--- src/rtl/dual_port_ram_be_clr_pkg.sv ---
// Shared definitions for the dual-port lane-enabled RAM with clear engine:
// read-during-write selectors and the clear FSM state encoding.
package dual_port_ram_be_clr_pkg;

    localparam int unsigned RDW_OLD = 32'd0;
    localparam int unsigned RDW_NEW = 32'd1;

    typedef enum logic [0:0] {
        ST_IDLE  = 1'b0,
        ST_CLEAR = 1'b1
    } clr_state_e;

endpackage

--- src/rtl/dual_port_ram_be_clr_if.sv ---
// Bus bundle for the dual-port RAM: port A R/W with lane enables, port B read,
// clear request and busy status.
interface dual_port_ram_be_clr_if #(
    parameter int unsigned ADDR_WIDTH = 6,
    parameter int unsigned DATA_WIDTH = 8,
    parameter int unsigned LANE_WIDTH = 8
);
    localparam int unsigned NLANES = DATA_WIDTH / LANE_WIDTH;

    logic                  we_a;
    logic [NLANES-1:0]     be_a;
    logic                  re_a;
    logic [ADDR_WIDTH-1:0] addr_a;
    logic [DATA_WIDTH-1:0] din_a;
    logic [DATA_WIDTH-1:0] dout_a;
    logic                  rvalid_a;
    logic                  re_b;
    logic [ADDR_WIDTH-1:0] addr_b;
    logic [DATA_WIDTH-1:0] dout_b;
    logic                  rvalid_b;
    logic                  clr_req;
    logic                  busy;

    modport master (
        output we_a, be_a, re_a, addr_a, din_a, re_b, addr_b, clr_req,
        input  dout_a, rvalid_a, dout_b, rvalid_b, busy
    );

    modport slave (
        input  we_a, be_a, re_a, addr_a, din_a, re_b, addr_b, clr_req,
        output dout_a, rvalid_a, dout_b, rvalid_b, busy
    );
endinterface

--- src/rtl/dual_port_ram_be_clr_array.sv ---
// Storage array: one write port with lane enables, two synchronous read-first
// read ports whose data registers hold between reads.
module dual_port_ram_be_clr_array #(
    parameter int unsigned ADDR_WIDTH = 6,
    parameter int unsigned DATA_WIDTH = 8,
    parameter int unsigned LANE_WIDTH = 8
) (
    input  logic                                 clk,
    input  logic                                 reset,
    input  logic                                 we,
    input  logic [DATA_WIDTH/LANE_WIDTH-1:0]     be,
    input  logic [ADDR_WIDTH-1:0]                waddr,
    input  logic [DATA_WIDTH-1:0]                wdata,
    input  logic                                 re_a,
    input  logic [ADDR_WIDTH-1:0]                raddr_a,
    output logic [DATA_WIDTH-1:0]                rdata_a,
    input  logic                                 re_b,
    input  logic [ADDR_WIDTH-1:0]                raddr_b,
    output logic [DATA_WIDTH-1:0]                rdata_b
);
    localparam int unsigned NLANES = DATA_WIDTH / LANE_WIDTH;
    localparam int unsigned DEPTH  = 32'd1 << ADDR_WIDTH;

    logic [DATA_WIDTH-1:0] mem [DEPTH];
    logic [DATA_WIDTH-1:0] rdata_a_q;
    logic [DATA_WIDTH-1:0] rdata_b_q;

    // Lane-masked write; contents are never reset.
    always_ff @(posedge clk) begin
        for (int l = 0; l < NLANES; l++) begin
            if (we && be[l]) begin
                mem[waddr][l*LANE_WIDTH +: LANE_WIDTH] <= wdata[l*LANE_WIDTH +: LANE_WIDTH];
            end
        end
    end

    // Read registers sample the pre-write word, giving read-first behaviour.
    always_ff @(posedge clk) begin
        if (reset) begin
            rdata_a_q <= '0;
            rdata_b_q <= '0;
        end else begin
            if (re_a) begin
                rdata_a_q <= mem[raddr_a];
            end
            if (re_b) begin
                rdata_b_q <= mem[raddr_b];
            end
        end
    end

    assign rdata_a = rdata_a_q;
    assign rdata_b = rdata_b_q;
endmodule

--- src/rtl/dual_port_ram_be_clr.sv ---
// Dual-port frame/char RAM top: clear sweep FSM, write mux (sweep vs port A),
// read-during-write bypass for port B, optional output stage and valid strobes.
module dual_port_ram_be_clr
    import dual_port_ram_be_clr_pkg::*;
#(
    parameter int unsigned           ADDR_WIDTH     = 6,
    parameter int unsigned           DATA_WIDTH     = 8,
    parameter int unsigned           LANE_WIDTH     = 8,
    parameter bit                    OUT_REG        = 1'b0,
    parameter int unsigned           RDW_MODE       = RDW_NEW,
    parameter logic [DATA_WIDTH-1:0] CLEAR_VALUE    = '0,
    parameter bit                    CLEAR_ON_RESET = 1'b1
) (
    input  logic                 clk,
    input  logic                 reset,
    dual_port_ram_be_clr_if.slave bus
);
    localparam int unsigned NLANES = DATA_WIDTH / LANE_WIDTH;

    if ((DATA_WIDTH % LANE_WIDTH) != 0) begin : g_bad_cfg
        $fatal(1, "DATA_WIDTH must be an integer multiple of LANE_WIDTH");
    end

    function automatic logic [DATA_WIDTH-1:0] lane_merge(
        input logic [DATA_WIDTH-1:0] old_w,
        input logic [DATA_WIDTH-1:0] new_w,
        input logic [NLANES-1:0]     be
    );
        logic [DATA_WIDTH-1:0] r;
        r = old_w;
        for (int l = 0; l < NLANES; l++) begin
            if (be[l]) begin
                r[l*LANE_WIDTH +: LANE_WIDTH] = new_w[l*LANE_WIDTH +: LANE_WIDTH];
            end else begin
                r[l*LANE_WIDTH +: LANE_WIDTH] = old_w[l*LANE_WIDTH +: LANE_WIDTH];
            end
        end
        return r;
    endfunction

    clr_state_e            state_q, state_d;
    logic [ADDR_WIDTH-1:0] cnt_q, cnt_d;
    logic                  pend_q, pend_d;
    logic                  start_s, busy_s;
    logic                  wr_a_s, re_a_ok_s, re_b_ok_s, byp_hit_s;
    logic                  mem_we_s;
    logic [NLANES-1:0]     mem_be_s;
    logic [ADDR_WIDTH-1:0] mem_addr_s;
    logic [DATA_WIDTH-1:0] mem_wdata_s;
    logic [DATA_WIDTH-1:0] rdata_a_s, rdata_b_s, dout_b1_s;
    logic                  rv_a_q, rv_b_q, byp_q;
    logic [DATA_WIDTH-1:0] byp_din_q;
    logic [NLANES-1:0]     byp_be_q;

    // Clear FSM state; pend_q remembers that a post-reset sweep is owed.
    always_ff @(posedge clk) begin
        if (reset) begin
            state_q <= ST_IDLE;
            cnt_q   <= '0;
            pend_q  <= CLEAR_ON_RESET;
        end else begin
            state_q <= state_d;
            cnt_q   <= cnt_d;
            pend_q  <= pend_d;
        end
    end

    // Clear FSM next state: one word per cycle, leave after the last address.
    always_comb begin
        state_d = state_q;
        cnt_d   = cnt_q;
        pend_d  = pend_q;
        start_s = 1'b0;
        case (state_q)
            ST_IDLE: begin
                if (pend_q || bus.clr_req) begin
                    state_d = ST_CLEAR;
                    cnt_d   = '0;
                    pend_d  = 1'b0;
                    start_s = 1'b1;
                end else begin
                    state_d = ST_IDLE;
                end
            end
            ST_CLEAR: begin
                cnt_d = cnt_q + {{(ADDR_WIDTH-1){1'b0}}, 1'b1};
                if (cnt_q == {ADDR_WIDTH{1'b1}}) begin
                    state_d = ST_IDLE;
                end else begin
                    state_d = ST_CLEAR;
                end
            end
            default: begin
                state_d = ST_IDLE;
                cnt_d   = '0;
            end
        endcase
    end

    // Access qualification and write-port mux; a starting sweep drops port A's write.
    always_comb begin
        busy_s    = (state_q == ST_CLEAR);
        wr_a_s    = bus.we_a && !busy_s && !start_s && !reset;
        re_a_ok_s = bus.re_a && !busy_s;
        re_b_ok_s = bus.re_b && !busy_s;
        byp_hit_s = (RDW_MODE == RDW_NEW) && wr_a_s && re_b_ok_s && (bus.addr_a == bus.addr_b);
        if (busy_s) begin
            mem_we_s    = !reset;
            mem_be_s    = '1;
            mem_addr_s  = cnt_q;
            mem_wdata_s = CLEAR_VALUE;
        end else begin
            mem_we_s    = wr_a_s;
            mem_be_s    = bus.be_a;
            mem_addr_s  = bus.addr_a;
            mem_wdata_s = bus.din_a;
        end
    end

    dual_port_ram_be_clr_array #(
        .ADDR_WIDTH (ADDR_WIDTH),
        .DATA_WIDTH (DATA_WIDTH),
        .LANE_WIDTH (LANE_WIDTH)
    ) u_array (
        .clk     (clk),
        .reset   (reset),
        .we      (mem_we_s),
        .be      (mem_be_s),
        .waddr   (mem_addr_s),
        .wdata   (mem_wdata_s),
        .re_a    (re_a_ok_s),
        .raddr_a (bus.addr_a),
        .rdata_a (rdata_a_s),
        .re_b    (re_b_ok_s),
        .raddr_b (bus.addr_b),
        .rdata_b (rdata_b_s)
    );

    // First-stage valids and the captured write that port B's result must overlay.
    always_ff @(posedge clk) begin
        if (reset) begin
            rv_a_q    <= 1'b0;
            rv_b_q    <= 1'b0;
            byp_q     <= 1'b0;
            byp_din_q <= '0;
            byp_be_q  <= '0;
        end else begin
            rv_a_q <= re_a_ok_s;
            rv_b_q <= re_b_ok_s;
            if (re_b_ok_s) begin
                byp_q     <= byp_hit_s;
                byp_din_q <= bus.din_a;
                byp_be_q  <= bus.be_a;
            end
        end
    end

    // Port B stage-1 data: read-first word, optionally overlaid with the colliding write.
    always_comb begin
        if (byp_q) begin
            dout_b1_s = lane_merge(rdata_b_s, byp_din_q, byp_be_q);
        end else begin
            dout_b1_s = rdata_b_s;
        end
    end

    if (OUT_REG) begin : g_oreg
        logic [DATA_WIDTH-1:0] dout_a_q, dout_b_q;
        logic                  rv_a2_q, rv_b2_q;

        // Extra output stage; data only advances with a valid so it holds between reads.
        always_ff @(posedge clk) begin
            if (reset) begin
                dout_a_q <= '0;
                dout_b_q <= '0;
                rv_a2_q  <= 1'b0;
                rv_b2_q  <= 1'b0;
            end else begin
                rv_a2_q <= rv_a_q;
                rv_b2_q <= rv_b_q;
                if (rv_a_q) begin
                    dout_a_q <= rdata_a_s;
                end
                if (rv_b_q) begin
                    dout_b_q <= dout_b1_s;
                end
            end
        end

        assign bus.dout_a   = dout_a_q;
        assign bus.rvalid_a = rv_a2_q;
        assign bus.dout_b   = dout_b_q;
        assign bus.rvalid_b = rv_b2_q;
    end else begin : g_noreg
        assign bus.dout_a   = rdata_a_s;
        assign bus.rvalid_a = rv_a_q;
        assign bus.dout_b   = dout_b1_s;
        assign bus.rvalid_b = rv_b_q;
    end

    assign bus.busy = busy_s;
endmodule

--- src/flat_wrapper.sv ---
// flat-port wrapper written by rule: the top's interface ports become plain ports
module dual_port_ram_be_clr_flat import dual_port_ram_be_clr_pkg::*;
#(
    parameter int unsigned           ADDR_WIDTH     = 6,
    parameter int unsigned           DATA_WIDTH     = 8,
    parameter int unsigned           LANE_WIDTH     = 8,
    parameter bit                    OUT_REG        = 1'b0,
    parameter int unsigned           RDW_MODE       = RDW_NEW,
    parameter logic [DATA_WIDTH-1:0] CLEAR_VALUE    = '0,
    parameter bit                    CLEAR_ON_RESET = 1'b1
)
  (clk, reset, bus_we_a, bus_be_a, bus_re_a, bus_addr_a, bus_din_a, bus_re_b, bus_addr_b, bus_clr_req, bus_dout_a, bus_rvalid_a, bus_dout_b, bus_rvalid_b, bus_busy);
  dual_port_ram_be_clr_if #(.ADDR_WIDTH(ADDR_WIDTH), .DATA_WIDTH(DATA_WIDTH), .LANE_WIDTH(LANE_WIDTH)) bus_i ();
  input  logic clk;
  input  logic reset;
  input wire logic [$bits(bus_i.we_a)-1:0] bus_we_a;
  input wire logic [$bits(bus_i.be_a)-1:0] bus_be_a;
  input wire logic [$bits(bus_i.re_a)-1:0] bus_re_a;
  input wire logic [$bits(bus_i.addr_a)-1:0] bus_addr_a;
  input wire logic [$bits(bus_i.din_a)-1:0] bus_din_a;
  input wire logic [$bits(bus_i.re_b)-1:0] bus_re_b;
  input wire logic [$bits(bus_i.addr_b)-1:0] bus_addr_b;
  input wire logic [$bits(bus_i.clr_req)-1:0] bus_clr_req;
  output wire logic [$bits(bus_i.dout_a)-1:0] bus_dout_a;
  output wire logic [$bits(bus_i.rvalid_a)-1:0] bus_rvalid_a;
  output wire logic [$bits(bus_i.dout_b)-1:0] bus_dout_b;
  output wire logic [$bits(bus_i.rvalid_b)-1:0] bus_rvalid_b;
  output wire logic [$bits(bus_i.busy)-1:0] bus_busy;
  assign bus_i.we_a = bus_we_a;
  assign bus_i.be_a = bus_be_a;
  assign bus_i.re_a = bus_re_a;
  assign bus_i.addr_a = bus_addr_a;
  assign bus_i.din_a = bus_din_a;
  assign bus_i.re_b = bus_re_b;
  assign bus_i.addr_b = bus_addr_b;
  assign bus_i.clr_req = bus_clr_req;
  assign bus_dout_a = bus_i.dout_a;
  assign bus_rvalid_a = bus_i.rvalid_a;
  assign bus_dout_b = bus_i.dout_b;
  assign bus_rvalid_b = bus_i.rvalid_b;
  assign bus_busy = bus_i.busy;
  dual_port_ram_be_clr #(.ADDR_WIDTH(ADDR_WIDTH), .DATA_WIDTH(DATA_WIDTH), .LANE_WIDTH(LANE_WIDTH), .OUT_REG(OUT_REG), .RDW_MODE(RDW_MODE), .CLEAR_VALUE(CLEAR_VALUE), .CLEAR_ON_RESET(CLEAR_ON_RESET)) u_core (.clk(clk), .reset(reset), .bus(bus_i));
endmodule
--- config.mk ---
export PLATFORM = sky130hd
export DESIGN_NAME = dual_port_ram_be_clr_flat
export DESIGN_NICKNAME = d
export VERILOG_FILES = /design/src/rtl/dual_port_ram_be_clr_pkg.sv /design/src/rtl/dual_port_ram_be_clr_if.sv /design/src/rtl/dual_port_ram_be_clr_array.sv /design/src/rtl/dual_port_ram_be_clr.sv /design/src/flat_wrapper.sv
export SDC_FILE = /design/constraint.sdc
export NUM_CORES = 1
export LEC_CHECK = 0
export CORE_AREA = 4 4 290 207
export CTS_BUF_LIST = sky130_fd_sc_hd__clkbuf_8
export DETAILED_ROUTE_END_ITERATION = 8
export DIE_AREA = 0 0 294 211
export DONT_BUFFER_PORTS = 1
export PLACE_DENSITY = 0.57
export SLEW_MARGIN = 20
export SYNTH_ARGS = -nofsm -noshare
export SYNTH_HDL_FRONTEND = slang
export SYNTH_HIERARCHICAL = 1
export SYNTH_SLANG_ARGS = --single-unit
--- constraint.sdc ---
create_clock -name clk -period 4.8 [get_ports clk]
set_clock_uncertainty 0.15 [all_clocks]
set_input_delay 0.96 -clock clk [delete_from_list [all_inputs] [get_ports clk]]
set_output_delay 0.96 -clock clk [all_outputs]
set_load 0.1 [all_outputs]
==> flow_metrics.py, run 1 <==
metrics = {
    "synth": {
        "post-synth-top-area-cell": "sky130_fd_sc_hd__edfxtp_1",
        "async_reset_ff_share_pct": 0,
        "yosys_register_bits": 548,
        "ys_top_cells_by_area": "sky130_fd_sc_hd__edfxtp_1, sky130_fd_sc_hd__mux4_2, sky130_fd_sc_hd__mux2i_1, sky130_fd_sc_hd__a22oi_1, sky130_fd_sc_hd__dfxtp_1",
        "distinct_cell_type_count_of_the_synthesized_netlist": 40,
        "yosys_most_used_dff": "sky130_fd_sc_hd__edfxtp_1",
        "synth_top_cell_area_share_pct": 60.2,
        "synthCells": 1587,
        "yosysSeqAreaShare_pct": 63.0,
        "syn_avg_cell_area_um2": 16.1,
        "synth_nets": 1615,
        "netlist_area_mm2": 0.0255,
        "synth.yosys.warnings": 6,
        "synth_enable_flop_cells": 512,
    },
    "timing": {
        "relative_slew_slack_pct": 20.1,
        "slew_violations": 0,
        "final-setup-viol-count": 0,
        "final.period_utilization_pct": 69.1,
        "layout_setup_ws_ns": 1.48,
        "worst_pin_slew_ns": 1.20,
        "timing.final.hold_violations": 0,
        "rsz0062_at_grt": "no",
        "fmax_mhz": 302,
        "sum_of_negative_setup_slack_ns": 0,
        "final_period_minus_worst_setup_slack_ns": 3.32,
    },
    "drt": {
        "via_total_after_detailed_routing": 15947,
        "route.detailed.vias_per_inst": 6.61,
        "wl_met3_um": 10600,
        "route.top_layer_used": "met5",
        "route.detailed.wl_per_inst_um": 33.4,
        "antenna_left": 0,
        "drt_pass1_iterations": 8,
        "detail_route.drc_violations": 0,
        "detailed_route_iter0_violations": 2312,
        "drt-total-wl_um": 80600,
        "drt-met1-wl_um": 34800,
        "routed-wl-met2_um": 33800,
    },
    "clock_network": {
        "ctsHoldBuffers": 0,
        "cts_buffers": 82,
        "clock_sink_count": 548,
        "worst_skew_pair.late_latency_ns": 0.69,
        "clkSlewWorstSetupHoldPaths_ns": 0.07,
        "number_of_instances_resized_during_post_cts_repair": 0,
        "root_buffer": "sky130_fd_sc_hd__clkbuf_8",
        "post_cts.repair.setup_buffers": 0,
        "cts_htree_levels": 3,
        "tritoncts": "yes",
        "clock_path_buffers": 3,
    },
    "setup_path": {
        "cp-end-kind": "flop",
        "type_of_the_worst_setup_path": "flop to flop",
        "critical-path-top-delay-family": "simple AND/OR/NAND/NOR gates",
        "worst-path-max-fanout": 17,
        "max_stage_delay_ns": 0.95,
        "worst_path_most_repeated_cell": "sky130_fd_sc_hd__nand2_1",
        "worstSetupStartpointType": "flop",
        "crit_arrival_ns": 3.46,
        "worstPathRequired_ns": 4.94,
        "timing.critical_path.slowest_stage_cell": "sky130_fd_sc_hd__nor2_1",
        "worstPathCellList": "nor3_4 > nand2_1 > o21ai_0 > and3_1 > nand2_1 > nor2_1",
        "crit_buf_inv": 0,
    },
    "layout": {
        "post_route_cells_drive_above_1_share_pct": 18.9,
        "most-common-layout-cells": "sky130_fd_sc_hd__edfxtp_1, sky130_fd_sc_hd__mux2i_1, sky130_fd_sc_hd__a22oi_1",
        "fin_util_pct": 48.3,
        "final_nets": 1617,
        "post_layout_nonfiller_instances": 2411,
        "layout.cells.most_common": "sky130_fd_sc_hd__edfxtp_1",
        "final.fill_count": 4827,
        "area_delta_synth_final_pct": 8.74,
    },
    "pwr": {
        "power_density_mw_per_mm2": 348,
        "power_leakage_uw": 0.00930,
        "ir_drop_mv": 0.256,
        "power_total_uw": 9680,
    },
    "flow_run": {
        "maxCapViolations": 0,
    },
    "global_routing": {
        "global_route.usage.total_pct": 25.7,
        "initial_antenna_violation_count": 4,
        "global_route.overflow_total": 0,
        "global_route_wire_length_before_repair_um": 113000,
        "grt_pass1_vias": 15160,
        "grt_start_max_net_pins": 195,
    },
    "placed_design": {
        "gpl.final_weighted_congestion": 0.920,
        "buffer_ports.inserted": 0,
        "detailedPlacementHpwl_um": 52500,
        "dp_worst_setup_slack_ns": 1.19,
        "dp_cells": 2265,
    },
    "outcome": {
        "outcome": "complete, no violations",
    },
    "die": {
        "ioPinCount": 46,
        "die_area_mm2": 0.0620,
        "floorplan.die.height_um": 211,
        "start_util_pct": 44.4,
        "fp.dieW_um": 294,
        "area_of_the_placeable_core_mm2": 0.0575,
        "floorplan.rows": 74,
    },
    "hold_path": {
        "hold_path.class": "primary input to flop",
    },
}
## logic make-up after synthesis
| kind of cell | after synthesis | synth area share (%) |
|---|---|---|
| compound gates | 228 | 6.70 |
| xor+xnor | 6 | 0.206 |
| fa+ha+maj | 1 | 0.0490 |
| buf+inv | 124 | 2.37 |
| flops | 548 | 63.0 |
| mux | 399 | 22.0 |
| simple gates | 281 | 5.70 |
## registers in the layout, indices dropped and copies added, names as in the netlist, 6 cells and up
register,cells
u_core/u_array/rdata_b,8
u_core/u_array/rdata_a,8
u_core/cnt_q,6
u_core/byp_din_q,8
u_core/u_array/mem,512
## where the power goes
group / switching, uW / total [uW] / leakage [uW] / internal, uW
Sequential: 71.7 / 5330 / 0.00496 / 5260
Combinational: 493 / 778 / 0.00350 / 285
Clock: 1850 / 3570 / 0.000833 / 1720
## through the flow
step | hold WS [ns] | area [um2]
after global routing | 0.145 | 27800
after detailed placement | 0.293 | 26300
after floorplan | 0.284 | 25500
after CTS | 0.149 | 27800
after global placement | 0.283 | 26300
final | 0.185 | 27800
## cell usage after synthesis (2+ instances only)
cell,count
sky130_fd_sc_hd__nor2_1,79
sky130_fd_sc_hd__mux4_2,128
sky130_fd_sc_hd__nand2_1,34
sky130_fd_sc_hd__or3_1,2
sky130_fd_sc_hd__nand3b_1,5
sky130_fd_sc_hd__o21ai_0,2
sky130_fd_sc_hd__buf_4,2
sky130_fd_sc_hd__buf_2,52
sky130_fd_sc_hd__nor3b_1,20
sky130_fd_sc_hd__nand3_1,69
sky130_fd_sc_hd__a21oi_1,14
sky130_fd_sc_hd__and2_1,2
sky130_fd_sc_hd__clkbuf_1,54
sky130_fd_sc_hd__a22oi_1,192
sky130_fd_sc_hd__a221o_1,16
sky130_fd_sc_hd__xnor2_1,6
sky130_fd_sc_hd__mux2i_1,257
sky130_fd_sc_hd__and3b_1,2
sky130_fd_sc_hd__and3_1,3
sky130_fd_sc_hd__buf_1,5
sky130_fd_sc_hd__or2_2,3
sky130_fd_sc_hd__nor2b_1,20
sky130_fd_sc_hd__mux2_2,14
sky130_fd_sc_hd__buf_6,9
sky130_fd_sc_hd__dfxtp_1,36
sky130_fd_sc_hd__nand4_1,35
sky130_fd_sc_hd__edfxtp_1,512
sky130_fd_sc_hd__or3b_2,2
## area by class of cell
| type | count | area [um2] | area share, % |
|---|---|---|---|
| flip-flops and latches | 548 | 16100 | 58.0 |
| multi-input cells | 915 | 8940 | 32.2 |
| clock buffers | 83 | 1140 | 4.11 |
| well taps | 760 | 951 | 3.42 |
| clock inverters | 62 | 327 | 1.18 |
| repair buffers | 40 | 313 | 1.13 |
| inverters | 2 | 7.51 | 0.0270 |
| diodes | 1 | 2.50 | 0.00901 |
## worst reg2reg max path, stage by stage, from the launching register on
cell and delay, ns:
sky130_fd_sc_hd__dfxtp_2 0.43, sky130_fd_sc_hd__nor3_4 0.29, sky130_fd_sc_hd__nand2_1 0.08, sky130_fd_sc_hd__o21ai_0 0.12, sky130_fd_sc_hd__and3_1 0.27, sky130_fd_sc_hd__nand2_1 0.62, sky130_fd_sc_hd__nor2_1 0.96
## layer usage
| metal | track usage (%) | vias to the layer above |
|---|---|---|
| met5 | 0 | - |
| met4 | 5.05 | 2 |
| met3 | 9.52 | 101 |
| met2 | 35.5 | 934 |
| met1 | 39.1 | 8357 |
| li1 | - | 6553 |
## worst paths after layout
check	start	end	slack, ns	cells past startpoint
worst max-delay path	u_core/bus.busy	u_core/u_array/mem[61][5]	1.48	6
worst min-delay path	reset	u_core/byp_din_q[0]	0.18	1
worst max register to register	u_core/bus.busy	u_core/u_array/mem[61][5]	1.48	6
worst min register to register	u_core/byp_din_q[0]	u_core/byp_din_q[0]	0.31	2
Note: power is estimated with default switching activity, not from simulation.
==> run 2: changes to the inputs <==
==> constraint.sdc (replaced) <==
create_clock -name clk -period 3.1 [get_ports clk]
set_clock_uncertainty 0.15 [all_clocks]
set_input_delay 0.62 -clock clk [delete_from_list [all_inputs] [get_ports clk]]
set_output_delay 0.62 -clock clk [all_outputs]
set_load 0.1 [all_outputs]
==> flow_metrics.py, run 2 (same netlist as run 1, synthesis figures left out) <==
metrics = {
    "outcome": {
        "outcome": "complete, no violations",
    },
    "clock_network": {
        "root_buffer": "sky130_fd_sc_hd__clkbuf_8",
        "clkSlewWorstSetupHoldPaths_ns": 0.06,
        "cts_htree_levels": 3,
        "cts_buffers": 86,
        "clock_path_buffers": 3,
        "tritoncts": "yes",
        "clock_sink_count": 548,
        "worst_skew_pair.late_latency_ns": 0.69,
        "post_cts.repair.setup_buffers": 0,
    },
    "placed_design": {
        "gpl.final_weighted_congestion": 0.877,
        "buffer_ports.inserted": 0,
        "detailedPlacementHpwl_um": 49700,
        "dpl-instance-area_mm2": 0.0271,
        "dp_cells": 2341,
    },
    "setup_path": {
        "timing.critical_path.slowest_stage_cell": "sky130_fd_sc_hd__nor2_1",
        "timing.reg2reg.setup_slack_ns": 0.1,
        "crit_arrival_ns": 3.24,
        "r2r-end": "u_core/u_array/mem[31][6]",
        "type_of_the_worst_setup_path": "flop to flop",
        "worst-path-max-fanout": 16,
        "worst-r2r-cell-count": 4,
        "worstPathCellList": "mux2_2 > nand3b_1 > nor2_1 > buf_4",
        "critical_path.reg2reg.startpoint": "u_core/bus.busy",
        "crit_end": "u_core/u_array/mem[31][6]",
        "worstPathRequired_ns": 3.34,
        "max_stage_delay_ns": 0.66,
        "crit_path_start": "u_core/bus.busy",
        "worstSetupStartpointType": "flop",
        "cp-end-kind": "flop",
    },
    "die": {
        "start_util_pct": 44.4,
        "die_area_mm2": 0.0620,
        "floorplan.rows": 74,
        "ioPinCount": 46,
        "floorplan.die.height_um": 211,
        "fp.dieW_um": 294,
        "area_of_the_placeable_core_mm2": 0.0575,
    },
    "hold_path": {
        "hold_path.class": "primary input to flop",
    },
    "drt": {
        "detailed_route_iter0_violations": 2289,
        "drt-total-wl_um": 80000,
        "via_total_after_detailed_routing": 16351,
        "drt_pass1_iterations": 5,
        "route.detailed.wl_per_inst_um": 31.9,
        "antenna_left": 0,
        "route.detailed.vias_per_inst": 6.53,
        "detail_route.drc_violations": 0,
    },
    "global_routing": {
        "global_route.overflow_total": 0,
        "grt_start_max_net_pins": 195,
        "initial_antenna_violation_count": 0,
        "grt_pass1_vias": 15731,
        "global_route_wire_length_before_repair_um": 113000,
        "global_route.usage.total_pct": 25.5,
    },
    "pwr": {
        "cell_internal_pwr_uw": 11400,
        "power.net_switching_uw": 3820,
        "power_density_mw_per_mm2": 530,
        "pwr-share-comb_pct": 8.6,
        "power.share.sequential_pct": 53.9,
        "ir_drop_mv": 0.349,
        "clkPwrFrac_pct": 37.5,
        "power_total_uw": 15200,
        "power_leakage_uw": 0.00986,
        "p_sw_share_pct": 25.1,
    },
    "layout": {
        "num_antenna_cells": 0,
        "final_nets": 1709,
        "final.fill_count": 4777,
        "post_route_cells_drive_above_1_share_pct": 22.4,
        "most-common-layout-cells": "sky130_fd_sc_hd__edfxtp_1, sky130_fd_sc_hd__mux2i_1, sky130_fd_sc_hd__a22oi_1",
        "registers.top_by_ff_count": "u_core/u_array/mem",
        "post_layout_nonfiller_instances": 2504,
        "layout.cells.most_common": "sky130_fd_sc_hd__edfxtp_1",
        "largest_register_ff_count": 512,
        "area_delta_synth_final_pct": 12.4,
        "finalInstanceArea_mm2": 0.0287,
    },
    "timing": {
        "finalHoldWorstSlack_ns": 0.0464,
        "worst_pin_slew_ns": 1.13,
        "final_period_minus_worst_setup_slack_ns": 3.00,
        "final-setup-viol-count": 0,
        "final.period_utilization_pct": 96.8,
        "rsz0062_at_grt": "no",
        "sum_of_negative_setup_slack_ns": 0,
        "relative_slew_slack_pct": 24.6,
        "slew_violations": 0,
        "fmax_mhz": 333,
        "timing.final.hold_violations": 0,
    },
    "flow_run": {
        "maxCapViolations": 0,
    },
}
[run 2: worst min-delay path by stage]
stage | slack, ns | startpoint | cells past startpoint | end
6_report | 0.05 | bus_addr_b[0] | 3 | u_core/byp_q
3_5_place_dp | 0.29 | u_core/byp_din_q[1] | 2 | u_core/byp_din_q[1]
5_1_grt | 0.03 | bus_addr_a[1] | 3 | u_core/byp_q
4_1_cts | 0.0007 | bus_addr_a[1] | 3 | u_core/byp_q
2_1_floorplan | 0.28 | u_core/byp_din_q[0] | 2 | u_core/byp_din_q[0]
3_3_place_gp | 0.28 | u_core/byp_din_q[1] | 2 | u_core/byp_din_q[1]
[run 2: power by group through the flow]
| stage | sequential [uW] | combinational, uW | clock (uW) |
|---|---|---|---|
| floorplan | 8400 | 889 | 0 |
| global placement | 8360 | 1250 | 0 |
| detailed placement | 8360 | 1260 | 0 |
| CTS | 8210 | 1280 | 5810 |
| global route | 8200 | 1340 | 6140 |
| finish | 8210 | 1310 | 5710 |
[run 2: worst max-delay path, delay by kind of cell (launching register included)]
family / cells / cell delay, ns
AND/OR/NAND/NOR: 2 / 1.24
flip-flops: 1 / 0.56
multiplexers: 1 / 0.45
buffers and inverters: 1 / 0.29
[run 2: area by class of cell]
cell class | count | area (um2) | area share, %
clock buffer | 86 | 1180 | 4.12
clock inverter | 65 | 342 | 1.19
inverter | 2 | 7.51 | 0.0261
multi-input combinational | 915 | 8950 | 31.2
sequential | 548 | 16100 | 56.1
tap | 760 | 951 | 3.31
timing repair buffer | 128 | 1180 | 4.12
[run 2: timing repair]
action                     4_1_cts  5_1_grt
setup endpoints to repair        0       23
gates resized for setup          0        2
hold endpoints to repair        20        0
hold buffers                    12        0
[run 2: stage by stage]
step                utilization, %  setup slack, ns
CTS                           49.9           0.0860
global route                  49.9           0.0453
floorplan                        -          -0.0566
global placement              47.1            0.291
finish                        49.9           0.0997
detailed placement            47.1            0.258
[run 2: layer usage]
metal | vias to the layer above | part of all wire [%] | GRT usage (%)
met2 | 987 | 41 | 35.1
met3 | 124 | 12 | 7.25
met1 | 8516 | 45 | 40.1
met5 | - | 0 | 0
met4 | 0 | 2.3 | 6.19
li1 | 6724 | - | -
